`src/rtl/matmul_pkg.sv`:
```
// Shared types and helpers for the 2x2 matrix multiplier result path.
// Holds the serializer states, the result-matrix view and the stored frame layout.
package matmul_pkg;

    localparam int ELEM_W = 5;
    localparam int FRAME_BYTES = 6;
    localparam logic [3:0] HDR_NIBBLE = 4'hA;

    typedef enum logic [1:0] {
        S_IDLE,
        S_HDR,
        S_ELEM,
        S_CSUM
    } ser_state_e;

    typedef struct packed {
        logic signed [ELEM_W-1:0] c00;
        logic signed [ELEM_W-1:0] c01;
        logic signed [ELEM_W-1:0] c10;
        logic signed [ELEM_W-1:0] c11;
    } cmat_t;

    // elem[3] holds c00, elem[0] holds c11
    typedef struct packed {
        logic [3:0]      seq;
        logic [3:0][7:0] elem;
        logic [7:0]      csum;
    } frame_t;

    function automatic logic [7:0] sext8(input logic [ELEM_W-1:0] v);
        return {{(8-ELEM_W){v[ELEM_W-1]}}, v};
    endfunction

endpackage

```
`src/rtl/result_fifo.sv`:
```
// Frame FIFO for captured result matrices.
// A push on a full FIFO is legal when a pop frees the head slot on the same edge.
module result_fifo
    import matmul_pkg::*;
#(
    parameter int DEPTH = 2
) (
    input  logic                     clk,
    input  logic                     rst_n,
    input  logic                     push,
    input  frame_t                   din,
    input  logic                     pop,
    output frame_t                   dout,
    output logic                     full,
    output logic                     empty,
    output logic [$clog2(DEPTH):0]   count
);

    localparam int AW = $clog2(DEPTH);

    frame_t      mem_q [DEPTH];
    logic [AW:0] wr_q, wr_d;
    logic [AW:0] rd_q, rd_d;

    always_comb begin
        wr_d = wr_q;
        rd_d = rd_q;
        if (push) wr_d = wr_q + (AW+1)'(1);
        if (pop)  rd_d = rd_q + (AW+1)'(1);
    end

    always_ff @(posedge clk or negedge rst_n) begin
        if (!rst_n) begin
            wr_q <= '0;
            rd_q <= '0;
        end else begin
            wr_q <= wr_d;
            rd_q <= rd_d;
        end
    end

    always_ff @(posedge clk) begin
        if (push) mem_q[wr_q[AW-1:0]] <= din;
    end

    assign dout  = mem_q[rd_q[AW-1:0]];
    assign empty = (wr_q == rd_q);
    assign full  = (wr_q[AW] != rd_q[AW]) &&
                   (wr_q[AW-1:0] == rd_q[AW-1:0]);
    assign count = wr_q - rd_q;

endmodule

```
`src/rtl/matmul_result_streamer.sv`:
```
// Captures result matrices into a frame FIFO and streams them as 6-byte
// packets: header, four sign-extended elements, XOR checksum.
module matmul_result_streamer
    import matmul_pkg::*;
#(
    parameter int DEPTH = 2
) (
    input  logic        clk,
    input  logic        rst_n,
    input  logic        ena,
    input  logic [19:0] c_in,
    input  logic        c_valid,
    output logic [7:0]  out_data,
    output logic        out_valid,
    input  logic        out_ready,
    output logic        overflow,
    input  logic        clr_ovf,
    output logic        busy
);

    localparam int CW = $clog2(DEPTH) + 1;

    ser_state_e      state_q, state_d;
    logic [1:0]      idx_q, idx_d;
    logic [3:0]      seq_q, seq_d;
    logic            ovf_q, ovf_d;

    cmat_t           cm;
    frame_t          wr_frame, head;
    logic [7:0]      hdr_b;
    logic            push, pop, full, empty, req, hs, more;
    logic [CW-1:0]   count;

    assign cm = c_in;

    always_comb begin
        hdr_b         = {HDR_NIBBLE, seq_q};
        wr_frame.seq  = seq_q;
        wr_frame.elem = {sext8(cm.c00), sext8(cm.c01),
                         sext8(cm.c10), sext8(cm.c11)};
        wr_frame.csum = hdr_b ^ wr_frame.elem[3] ^ wr_frame.elem[2] ^
                        wr_frame.elem[1] ^ wr_frame.elem[0];
    end

    result_fifo #(.DEPTH(DEPTH)) u_fifo (
        .clk   (clk),
        .rst_n (rst_n),
        .push  (push),
        .din   (wr_frame),
        .pop   (pop),
        .dout  (head),
        .full  (full),
        .empty (empty),
        .count (count)
    );

    assign hs   = out_valid && out_ready;
    assign pop  = (state_q == S_CSUM) && hs;
    assign req  = ena && c_valid;
    assign push = req && (!full || pop);
    // another frame follows if one is queued behind the head or lands now
    assign more = (count > CW'(1)) || push;

    always_comb begin
        seq_d = push ? seq_q + 4'd1 : seq_q;
        ovf_d = ovf_q;
        if (req && !push) ovf_d = 1'b1;
        else if (clr_ovf) ovf_d = 1'b0;
    end

    always_ff @(posedge clk or negedge rst_n) begin
        if (!rst_n) begin
            state_q <= S_IDLE;
            idx_q   <= '0;
            seq_q   <= '0;
            ovf_q   <= 1'b0;
        end else begin
            state_q <= state_d;
            idx_q   <= idx_d;
            seq_q   <= seq_d;
            ovf_q   <= ovf_d;
        end
    end

    always_comb begin
        state_d = state_q;
        idx_d   = idx_q;
        unique case (state_q)
            S_IDLE: if (!empty || push) state_d = S_HDR;
            S_HDR: begin
                if (hs) begin
                    state_d = S_ELEM;
                    idx_d   = '0;
                end
            end
            S_ELEM: begin
                if (hs) begin
                    if (idx_q == 2'd3) state_d = S_CSUM;
                    else               idx_d   = idx_q + 2'd1;
                end
            end
            S_CSUM: if (hs) state_d = more ? S_HDR : S_IDLE;
        endcase
    end

    always_comb begin
        out_valid = 1'b0;
        out_data  = 8'h00;
        unique case (state_q)
            S_IDLE: ;
            S_HDR: begin
                out_valid = 1'b1;
                out_data  = {HDR_NIBBLE, head.seq};
            end
            S_ELEM: begin
                out_valid = 1'b1;
                out_data  = head.elem[2'd3 - idx_q];
            end
            S_CSUM: begin
                out_valid = 1'b1;
                out_data  = head.csum;
            end
        endcase
    end

    assign overflow = ovf_q;
    assign busy     = !empty || (state_q != S_IDLE);

endmodule

```
`config.mk`:
```
export PLATFORM = sky130hd
export DESIGN_NAME = matmul_result_streamer
export DESIGN_NICKNAME = d
export VERILOG_FILES = /design/src/rtl/matmul_pkg.sv /design/src/rtl/result_fifo.sv /design/src/rtl/matmul_result_streamer.sv
export SDC_FILE = /design/constraint.sdc
export NUM_CORES = 1
export LEC_CHECK = 0
export ABC_AREA = 1
export CORE_MARGIN = 2
export CORE_UTILIZATION = 42
export CTS_BUF_LIST = sky130_fd_sc_hd__clkbuf_16
export DETAILED_ROUTE_END_ITERATION = 6
export PLACE_DENSITY_LB_ADDON = 0.08
export SETUP_SLACK_MARGIN = 0.2
export SLEW_MARGIN = 0
export SYNTH_ARGS = -nofsm -noshare
export SYNTH_HDL_FRONTEND = slang
export SYNTH_SLANG_ARGS = --single-unit
```
`constraint.sdc`:
```
create_clock -name clk -period 8.89 [get_ports clk]
set_input_delay 1.778 -clock clk [delete_from_list [all_inputs] [get_ports clk]]
set_output_delay 1.778 -clock clk [all_outputs]
set_load 0.01 [all_outputs]
```
==> summary.md, run 1 <==
| Metric | Value |
|---|---|
| # Post-CTS Setup Buffers | 0 |
| Placed cells | 428 |
| Synthesis Warnings | 0 |
| Area leader, netlist | edfxtp_1 |
| I/O pin count | 37 |
| Pwr dens | 338.7 nW/um^2 |
| Width of the die | 94.33 um |
| Yosys top cell area share | 0.5257 |
| CP Max Fanout | 42 |
| Most used cell, CP | nand2_1 |
| Cell Count, Final, Fillers Out | 444 |
| Synth top cells by count | 60 x edfxtp_1, 54 x nand2_1, 25 x nor2_1, 24 x inv_1, 20 x nand3_1 |
| Drt initial violations | 103 |
| Maximum ir drop on the vdd rail | 0.1259 mV |
| Primary FF master, synth | edfxtp_1 |
| Overflow after GRT | 0 |
| P&R area growth vs syn | 19.97% |
| Port bufs | 36 |
| Routed wire length | 6.665 mm |
| Total GRT Usage | 0.1651 |
| Outcome | complete, no violations |
| Worst path slowest cell | clkdlybuf4s50_1 |
| Unique cell type count in the Yosys netlist | 29 |
| Slew Limit Fails | 0 |
| Multi-input gate area | 1081 um^2 |
| Largest net degree at the start of global routing | 43 |
| Max-cap violation count | 0 |
| Vias per cell | 4.928 |
| Reg clk slew, reported paths | 60 ps |
| Post-Place Worst Slack | 4808 ps |
| Vias in the first global route | 2121 |
| Worst Max-Slew Pin Slew | 779.0 ps |
| Die area | 8898 um^2 |
| Most numerous cell in the Yosys netlist | edfxtp_1 |
| Post-route ant nets | 0 |
| Static Leak | 0.001572 uW |
| Fin worst setup slack | 4556 ps |
| RePlAce Congestion | 0.7491 |
| Max incr delay on CP | 570 ps |
| Final-stage net count | 370 |
| DR vias | 2188 |
| Antenna violations before repair | 0 |
| Initial Util | 0.4389 |
| Post-CTS Hold Buffers | 0 |
| CTS root buf | clkbuf_16 |
| Fraction of registers with async set/reset | 0.1781 |
| HP Class | reg -> reg |
| DPL Wire Length | 4.193 mm |
| Routed len/inst | 15.01 um |
| CTS tree | yes |
| Unrepaired setup endpoints after global routing | false |
| Die Ht | 94.33 um |
| Worst Path Arrival | 2560 ps |
| Crit path launch type | register |
| Drt first pass iters | 4 |
| Latest clock arrival within the worst-skew pair | 330 ps |
| WP data required | 7110 ps |
| Final setup viols | 0 |
| Core footprint | 7807 um^2 |
| Final hold violations | 0 |
| Row Count | 32 |
| Fmax | 230.8 MHz |
| Fill cell count | 694 |
| Seq cells post-synth | 73 |
| Register area | 2127 um^2 |
| Clk buf depth | 2 |
| Top cells by area, synth | edfxtp_1 53%, dfrtp_1 9.5%, nand2_1 5.9% |
| Worst Skew | 6.651 ps |
| Final period utilization | 0.4875 |
| Period minus WS final | 4334 ps |
| Total Neg Setup Slack | 0 ps |
| Antenna diodes | 0 |
| Setup crit end kind | primary output |
| Seq/Total Area, Yosys | 0.6207 |
| Mapped Cells | 302 |
| Slew margin rel. | 0.4801 |
| CP cell instances | buf_4 -> inv_2 -> nand2_1 -> nand2_1 -> nand2_1 -> nand3_1 -> nand3_1 -> a21oi_1 -> clkdlybuf4s50_1 |
| H-tree level count | 3 |
| First-pass GRT wire length | 10.79 mm |
| Total nets after synthesis | 335 |
| Post-CTS sizing | 0 |
| Post-Syn Area | 3427 um^2 |
| Cts bufs inserted | 9 |
| Worst hold slack | 511.3 ps |
| Syn Area/Cell | 11.35 um^2 |
| Critical path type | reg -> out |
| Clock sink count | 73 |
| EDFF count, synth | 60 |
| Post-route DRC | 0 |
| Fraction of layout cells with a size suffix above 1 | 0.08772 |
## path summary, 6_finish.rpt
path                                            startpoint                       endpoint  slack (ps)  cells past startpoint
worst min-delay path            u_fifo.wr_q[1]$_DFFE_PN0P_     u_fifo.wr_q[1]$_DFFE_PN0P_         510                      1
worst min register to register  u_fifo.wr_q[1]$_DFFE_PN0P_     u_fifo.wr_q[1]$_DFFE_PN0P_         510                      1
worst max register to register      state_q[0]$_DFFE_PN0P_  u_fifo.mem_q[0][26]$_DFFE_PP_        6140                      8
worst max-delay path            u_fifo.rd_q[0]$_DFFE_PN0P_                    out_data[4]        4560                      9
max in group asynchronous                            rst_n           seq_q[2]$_DFFE_PN0P_        6640                      1
min in group asynchronous                            rst_n     u_fifo.rd_q[1]$_DFFE_PN0P_        1840                      1
## power by group
part | internal, uW | leakage [uW] | switching, uW
clock network | 214 | 0.000142 | 132
registers | 464 | 0.000708 | 55.7
logic | 209 | 0.000722 | 319
total | 886 | 0.00157 | 506
## worst max-delay path, delay by kind of cell, from the launching register on
| family | cells | cell delay [ps] |
|---|---|---|
| AOI/OAI and AO/OA | 1 | 200 |
| buffers and inverters | 3 | 1220 |
| DFF | 1 | 360 |
| and+or+nand+nor | 5 | 440 |
## final cells by class
| class | count | share of cell area |
|---|---|---|
| Sequential cell | 73 | 0.5173 |
| Multi-Input combinational cell | 186 | 0.2629 |
| Timing Repair Buffer | 38 | 0.09130 |
| Clock buffer | 9 | 0.05478 |
| Tap cell | 102 | 0.03104 |
| Inverter | 29 | 0.02769 |
| Clock inverter | 7 | 0.01491 |
## per-layer routing
layer	vias up	global-route usage	routed length, um	share of wire
li1	1100	-	-	-
met5	-	0	0	0
met3	9	0.02953	334	0.050
met1	1024	0.2223	3074	0.46
met2	55	0.2637	3141	0.47
met4	0	0.07246	114	0.017
## through the flow
step	cell area, um^2	power [uW]	utilization
3_3_place_gp	3825	1056	0.4899
3_5_place_dp	3825	1059	0.4899
5_1_grt	4111	1487	0.5266
2_1_floorplan	3427	905.2	-
4_1_cts	4111	1407	0.5266
6_report	4111	1393	0.5266
## cell usage in the layout (no fill, tap or decap)
cell             synthesis  layout
o21ai_1                 11      11
nor2_8                   1       1
nand2_1                 54      54
clkdlybuf4s50_1          0      36
o211ai_1                10      10
xor2_1                  13      13
nor2_2                   0       1
inv_1                   24      24
nand4_1                  1       1
a21oi_1                 10      10
clkinvlp_4               0       1
xnor2_1                 12      12
or2_1                    1       1
bufinv_16                0       1
o21ai_0                  8       8
inv_6                    1       1
clkbuf_16                0       9
buf_4                    4       2
nor2_1                  25      24
nor3_1                   1       1
ha_1                     7       7
nand3_4                  2       2
inv_2                    4       4
edfxtp_1                60      60
clkinv_2                 0       4
nand2_2                  2       2
nand3_1                 20      20
nand2_4                  1       1
clkinv_1                 0       1
o22ai_1                  5       5
nand2_8                  1       1
dfrtp_1                 13      13
nand3b_1                 1       1
## state kept, by name, indices dropped and copies added (netlist names)
signal        cells
idx_q             2
overflow          1
seq_q             4
state_q           2
u_fifo.mem_q     60
u_fifo.rd_q       2
u_fifo.wr_q       2
## cells by family (layout without fill, tap and decap cells)
group                    count (synthesis)  in the layout  synth area share
XOR/XNOR                                25             25           0.06389
flip-flops                              73             73            0.6207
adder cells (fa/ha/maj)                  7              7           0.02556
AND/OR/NAND/NOR                        110            110            0.1519
AO/OA/AOI/OAI                           44             44           0.07338
buffers and inverters                   43             83           0.06462
Note: power is estimated with default switching activity, not from simulation.
==> inputs of run 2 (changes only) <==
Clock period 8.89 ns to 4.4 ns, I/O delays scaled along.
==> run 2 against run 1 <==
  * Register-to-register slack got worse by 4000 ps
  * Sequential share of layout area fell by 0.30 points
  * Flip-flop and latch count unchanged
  * Critical path depth fell by 1
  * Final cell count did not move
  * First-iteration DRC count increased by 14%
  * Cell area rose by 0.58%
  * Largest power group is now sequential cells
  * Non-clock buffer count is the same
  * Critical path type unchanged
  * Setup slack got worse by 3600 ps
  * Utilization rose by 0.30 points
  * Die area did not move
==> summary.md, run 2 (synthesis gave the netlist of run 1 again) <==
| Metric | Value |
|---|---|
| CP Max Fanout | 22 (-48%) |
| Vias in the first global route | 2191 (+3.3%) |
| Max-cap violation count | 0 (unchanged) |
| Total Neg Setup Slack | 0 ps (unchanged) |
| Static Leak | 0.001580 uW (+0.50%) |
| DPL Wire Length | 4.300 mm (+2.6%) |
| Fraction of layout cells with a size suffix above 1 | 0.08480 (-0.002924) |
| First-pass GRT wire length | 10.88 mm (+0.83%) |
| Maximum ir drop on the vdd rail | 0.3724 mV (+200%) |
| Fmax | 289.6 MHz |
| Width of the die | 94.33 um (unchanged) |
| Routed len/inst | 15.19 um (+1.2%) |
| WP data required | 3520 ps (-3590 ps) |
| Final period utilization | 0.7848 |
| Drt first pass iters | 4 (unchanged) |
| # Post-CTS Setup Buffers | 0 (unchanged) |
| Post-CTS sizing | 0 (unchanged) |
| I/O pin count | 37 (unchanged) |
| Post-route ant nets | 0 (unchanged) |
| Vias per cell | 4.948 (+0.41%) |
| Latest clock arrival within the worst-skew pair | 320 ps (about the same) |
| Worst Skew | 5.455 ps (-1.196 ps) |
| Drt initial violations | 117 (+14%) |
| Hold path cells | 1 (unchanged) |
| Reg clk slew, reported paths | 60 ps (about the same) |
| Post-route DRC | 0 (unchanged) |
| Final hold violations | 0 (unchanged) |
| CTS root buf | clkbuf_16 |
| Cell count of the worst reg-to-reg path | 7 (-1) |
| HP Class | reg -> reg |
| Worst Max-Slew Pin Slew | 652.3 ps (-126.7 ps) |
| P&R area growth vs syn | 20.66% |
| Total GRT Usage | 0.1654 (+0.0003158) |
| Initial Util | 0.4389 (unchanged) |
| Row Count | 32 (unchanged) |
| CTS tree | yes |
| Cts bufs inserted | 9 (unchanged) |
| Antenna diodes | 0 (unchanged) |
| Die Ht | 94.33 um (unchanged) |
| Setup crit end kind | primary output |
| Antenna violations before repair | 0 (unchanged) |
| Commonest non-fill, non-tap cells in the layout | 60 x edfxtp_1, 54 x nand2_1, 36 x clkdlybuf4s50_1, 24 x inv_1, 24 x nor2_1 |
| Cell Count, Final, Fillers Out | 444 (unchanged) |
| Most common cell after layout, fill and taps aside | edfxtp_1 |
| Post-CTS Hold Buffers | 0 (unchanged) |
| H-tree level count | 3 (unchanged) |
| Crit path launch type | register |
| Critical path type | reg -> out |
| RePlAce Congestion | 0.7390 (-1.3%) |
| Worst Path Arrival | 2570 ps (about the same) |
| Unrepaired setup endpoints after global routing | false |
| Outcome | complete, no violations |
| Largest net degree at the start of global routing | 33 (-23%) |
| Core footprint | 7807 um^2 (unchanged) |
| Slew margin rel. | 0.5638 (+0.08369) |
| Final-stage net count | 370 (unchanged) |
| DR vias | 2197 (+0.41%) |
| Routed wire length | 6.746 mm (+1.2%) |
| Port bufs | 36 (unchanged) |
| Period minus WS final | 3453 ps |
| Final setup viols | 0 (unchanged) |
| Clk buf depth | 2 (unchanged) |
| Max reg flops | 60 (unchanged) |
| Placed cells | 428 (unchanged) |
| Die area | 8898 um^2 (unchanged) |
| Slew Limit Fails | 0 (unchanged) |
| Overflow after GRT | 0 (unchanged) |
| Total design power | 2863 uW (+110%) |
| Pwr dens | 692.2 nW/um^2 (+100%) |
| Clock sink count | 73 (unchanged) |
-- run 2: changes by cell type in the layout (fill, tap and decap cells not counted), sizes merged --
cell and delta:
bufinv +1, clkinv -1
-- run 2: critical path: stages, from the launching register on --
cell             delay (ps)
dfrtp_1                 590
inv_2                   450
nand2_1                 100
nand2_1                  80
nand2_1                  50
nand3_1                 100
nand3_1                 120
a21oi_1                 200
clkdlybuf4s50_1         570
-- run 2: final cells by class --
type | instances | area, um^2
clock buffers | 9 | 225.2
clock inverters | 7 | 85.08
fillers | 709 | 3672
inverters | 29 | 113.9
multi-input cells | 186 | 1081
flip-flops and latches | 73 | 2127
well taps | 102 | 127.6
repair buffers | 38 | 375.4
-- run 2: path summary, 6_finish.rpt --
check	from	slack (ps)	to
hold / removal	u_fifo.wr_q[1]$_DFFE_PN0P_	510	u_fifo.wr_q[1]$_DFFE_PN0P_
setup / recovery	u_fifo.rd_q[0]$_DFFE_PN0P_	950	out_data[7]
hold reg to reg	u_fifo.wr_q[1]$_DFFE_PN0P_	510	u_fifo.wr_q[1]$_DFFE_PN0P_
max in group asynchronous	rst_n	3010	seq_q[2]$_DFFE_PN0P_
min in group asynchronous	rst_n	970	state_q[0]$_DFFE_PN0P_
setup reg to reg	state_q[0]$_DFFE_PN0P_	2100	u_fifo.mem_q[1][34]$_DFFE_PP_
-- run 2: stage by stage --
step           cell area (um^2)  setup slack, ps  utilization  hold WS (ps)
2_1_floorplan              3427             1512            -         481.2
5_1_grt                    4135            776.3       0.5296         524.2
4_1_cts                    4135            901.3       0.5296         513.0
6_report                   4135            947.1       0.5296         507.0
3_3_place_gp               3825             1288       0.4899         504.2
3_5_place_dp               3825             1255       0.4899         504.5
-- run 2: power by group --
part	switching, uW	internal, uW
Clock	259	490
Combinational	619	422
Sequential	137	936
-- run 2: per-layer routing --
metal  vias up  track usage  share of wire
met5         -            0              0
met4         0      0.06643          0.012
met3         6      0.03033          0.046
met2        46       0.2708           0.48
met1      1040       0.2188           0.46
li1       1105            -              -
==> inputs of run 3 (changes only) <==
Clock period 4.4 ns to 3.1 ns, I/O delays scaled along.
==> run 3 against run 2 <==
  * Count of clock-buffer cells in the layout is the same
  * Cell area grew 2.5%
  * Final cell count rose by 0.45%
  * First-iteration DRC count shrank 24%
  * Register-to-register slack lost 1300 ps
  * Critical path type unchanged
  * Critical endpoint is now out_data[1]
  * Highest routed layer unchanged
==> summary.md, run 3 (synthesis gave the netlist of run 1 again) <==
| Metric | Value |
|---|---|
| Outcome | complete, no violations |
| Max-cap violation count | 0 (unchanged) |
| Max incr delay on CP | 570 ps (-20 ps) |
| Final-stage net count | 372 (+0.54%) |
| Total GRT Usage | 0.1750 (+0.009531) |
| Routed wire length | 6.818 mm (+1.1%) |
| Fraction of layout cells with a size suffix above 1 | 0.1192 (+0.03439) |
| Clk buf depth | 2 (unchanged) |
| Final hold violations | 0 (unchanged) |
| Vias in the first global route | 2237 (+2.1%) |
| Maximum ir drop on the vdd rail | 0.3494 mV (-6.2%) |
| Die area | 8898 um^2 (unchanged) |
| Unrepaired setup endpoints after global routing | true |
| HP Class | reg -> reg |
| Width of the die | 94.33 um (unchanged) |
| Initial Util | 0.4389 (unchanged) |
| Vias per cell | 4.863 (-1.7%) |
| Latest clock arrival within the worst-skew pair | 330 ps (about the same) |
| Crit path launch type | register |
| Die Ht | 94.33 um (unchanged) |
| Setup crit end kind | primary output |
| Post-route DRC | 0 (unchanged) |
| I/O pin count | 37 (unchanged) |
| WP buf/inv | 2 (unchanged) |
| CP Max Fanout | 9 (-59%) |
| # Post-CTS Setup Buffers | 0 (unchanged) |
| Antenna diodes | 0 (unchanged) |
| Worst path slowest cell | clkdlybuf4s50_1 |
| First-pass GRT wire length | 11.40 mm (+4.8%) |
| Final period utilization | 0.8994 |
| Slew Limit Fails | 0 (unchanged) |
| Post-CTS Hold Buffers | 0 (unchanged) |
| Cts bufs inserted | 9 (unchanged) |
| H-tree level count | 3 (unchanged) |
| Routed len/inst | 15.29 um (+0.61%) |
| Worst Max-Slew Pin Slew | 648.2 ps (-4.086 ps) |
| Critical path's top delay family | buffers and inverters |
| Total Neg Setup Slack | 0 ps (unchanged) |
| Post-route ant nets | 0 (unchanged) |
| CTS tree | yes |
| Max reg flops | 60 (unchanged) |
| Antenna violations before repair | 0 (unchanged) |
| Worst hold slack | 513.7 ps (+6.627 ps) |
| Pwr dens | 1018 nW/um^2 (+47%) |
| Overflow after GRT | 0 (unchanged) |
| DR vias | 2169 (-1.3%) |
| Drt initial violations | 89 (-24%) |
| Clock sink count | 73 (unchanged) |
| P&R area growth vs syn | 23.62% |
| CTS root buf | clkbuf_16 |
| WP data required | 2480 ps (-1040 ps) |
| Final setup viols | 0 (unchanged) |
| Largest net degree at the start of global routing | 34 (+3.0%) |
| Fmax | 358.7 MHz |
| Post-CTS sizing | 12 (+12) |
| CP cell instances | ha_2 -> o21ai_0 -> o22ai_1 -> inv_1 -> a21oi_1 -> clkdlybuf4s50_1 |
| RePlAce Congestion | 0.7294 (-1.3%) |
| Period minus WS final | 2788 ps |
| Worst Path Arrival | 2170 ps (-400 ps) |
| Static Leak | 0.001613 uW (+2.1%) |
| DPL Wire Length | 4.308 mm (+0.19%) |
| Worst Skew | 5.269 ps (-0.1860 ps) |
| Slew margin rel. | 0.5665 (+0.002733) |
| Total design power | 4314 uW (+51%) |
| Reg clk slew, reported paths | 50 ps (about the same) |
| Commonest non-fill, non-tap cells in the layout | 60 x edfxtp_1, 54 x nand2_1, 36 x clkdlybuf4s50_1, 24 x inv_1, 24 x nor2_1 |
| Critical path type | reg -> out |
| Drt first pass iters | 4 (unchanged) |
| Most common cell after layout, fill and taps aside | edfxtp_1 |
| Row Count | 32 (unchanged) |
| Core footprint | 7807 um^2 (unchanged) |
| Port bufs | 36 (unchanged) |
-- run 3: cell count changes in the layout (fill, tap and decap cells not counted), moves of 3 or more --
cell | previous run | this run
dfrtp_1 | 13 | 10
dfrtp_2 | 0 | 3
ha_1 | 7 | 4
ha_2 | 0 | 3
-- run 3: worst paths after layout --
| kind | startpoint | end | slack (ps) | cells past startpoint |
|---|---|---|---|---|
| min reg2reg | u_fifo.wr_q[1]$_DFFE_PN0P_ | u_fifo.wr_q[1]$_DFFE_PN0P_ | 510 | 1 |
| max | state_q[0]$_DFFE_PN0P_ | out_data[1] | 310 | 6 |
| max reg2reg | state_q[0]$_DFFE_PN0P_ | u_fifo.mem_q[1][0]$_DFFE_PP_ | 810 | 7 |
| max in group asynchronous | rst_n | u_fifo.rd_q[0]$_DFFE_PN0P_ | 1950 | 1 |
| min in group asynchronous | rst_n | u_fifo.rd_q[1]$_DFFE_PN0P_ | 700 | 1 |
| min | u_fifo.wr_q[1]$_DFFE_PN0P_ | u_fifo.wr_q[1]$_DFFE_PN0P_ | 510 | 1 |
-- run 3: per-layer routing --
metal	vias to the layer above	global-route usage	wire (um)	part of all wire
met4	0	0.08333	121	0.018
met2	24	0.2798	3336	0.49
met5	-	0	0	0
met1	1025	0.2322	3191	0.47
met3	9	0.03113	170	0.025
li1	1111	-	-	-
-- run 3: per-stage QoR --
stage / util / instance area, um^2 / std cells / setup slack, ps
floorplan: - / 3427 / 302 / 237.5
global placement: 0.4918 / 3840 / 430 / 495.3
detailed placement: 0.4918 / 3840 / 430 / 438.0
CTS: 0.5417 / 4229 / 446 / 245.2
global route: 0.5426 / 4237 / 446 / 125.4
finish: 0.5426 / 4237 / 446 / 311.9
-- run 3: report_power, final --
| group | switching [uW] | internal (uW) |
|---|---|---|
| logic | 933 | 648 |
| registers | 161 | 1330 |
| clock network | 378 | 861 |
-- run 3: layout make-up --
cell class / instances / area, um^2
Clock buffer: 9 / 225.2
Clock inverter: 7 / 135.1
Inverter: 29 / 118.9
Timing Repair Buffer: 40 / 402.9
Sequential cell: 73 / 2131
Tap cell: 102 / 127.6
Fill cell: 690 / 3571
Multi-Input combinational cell: 186 / 1096
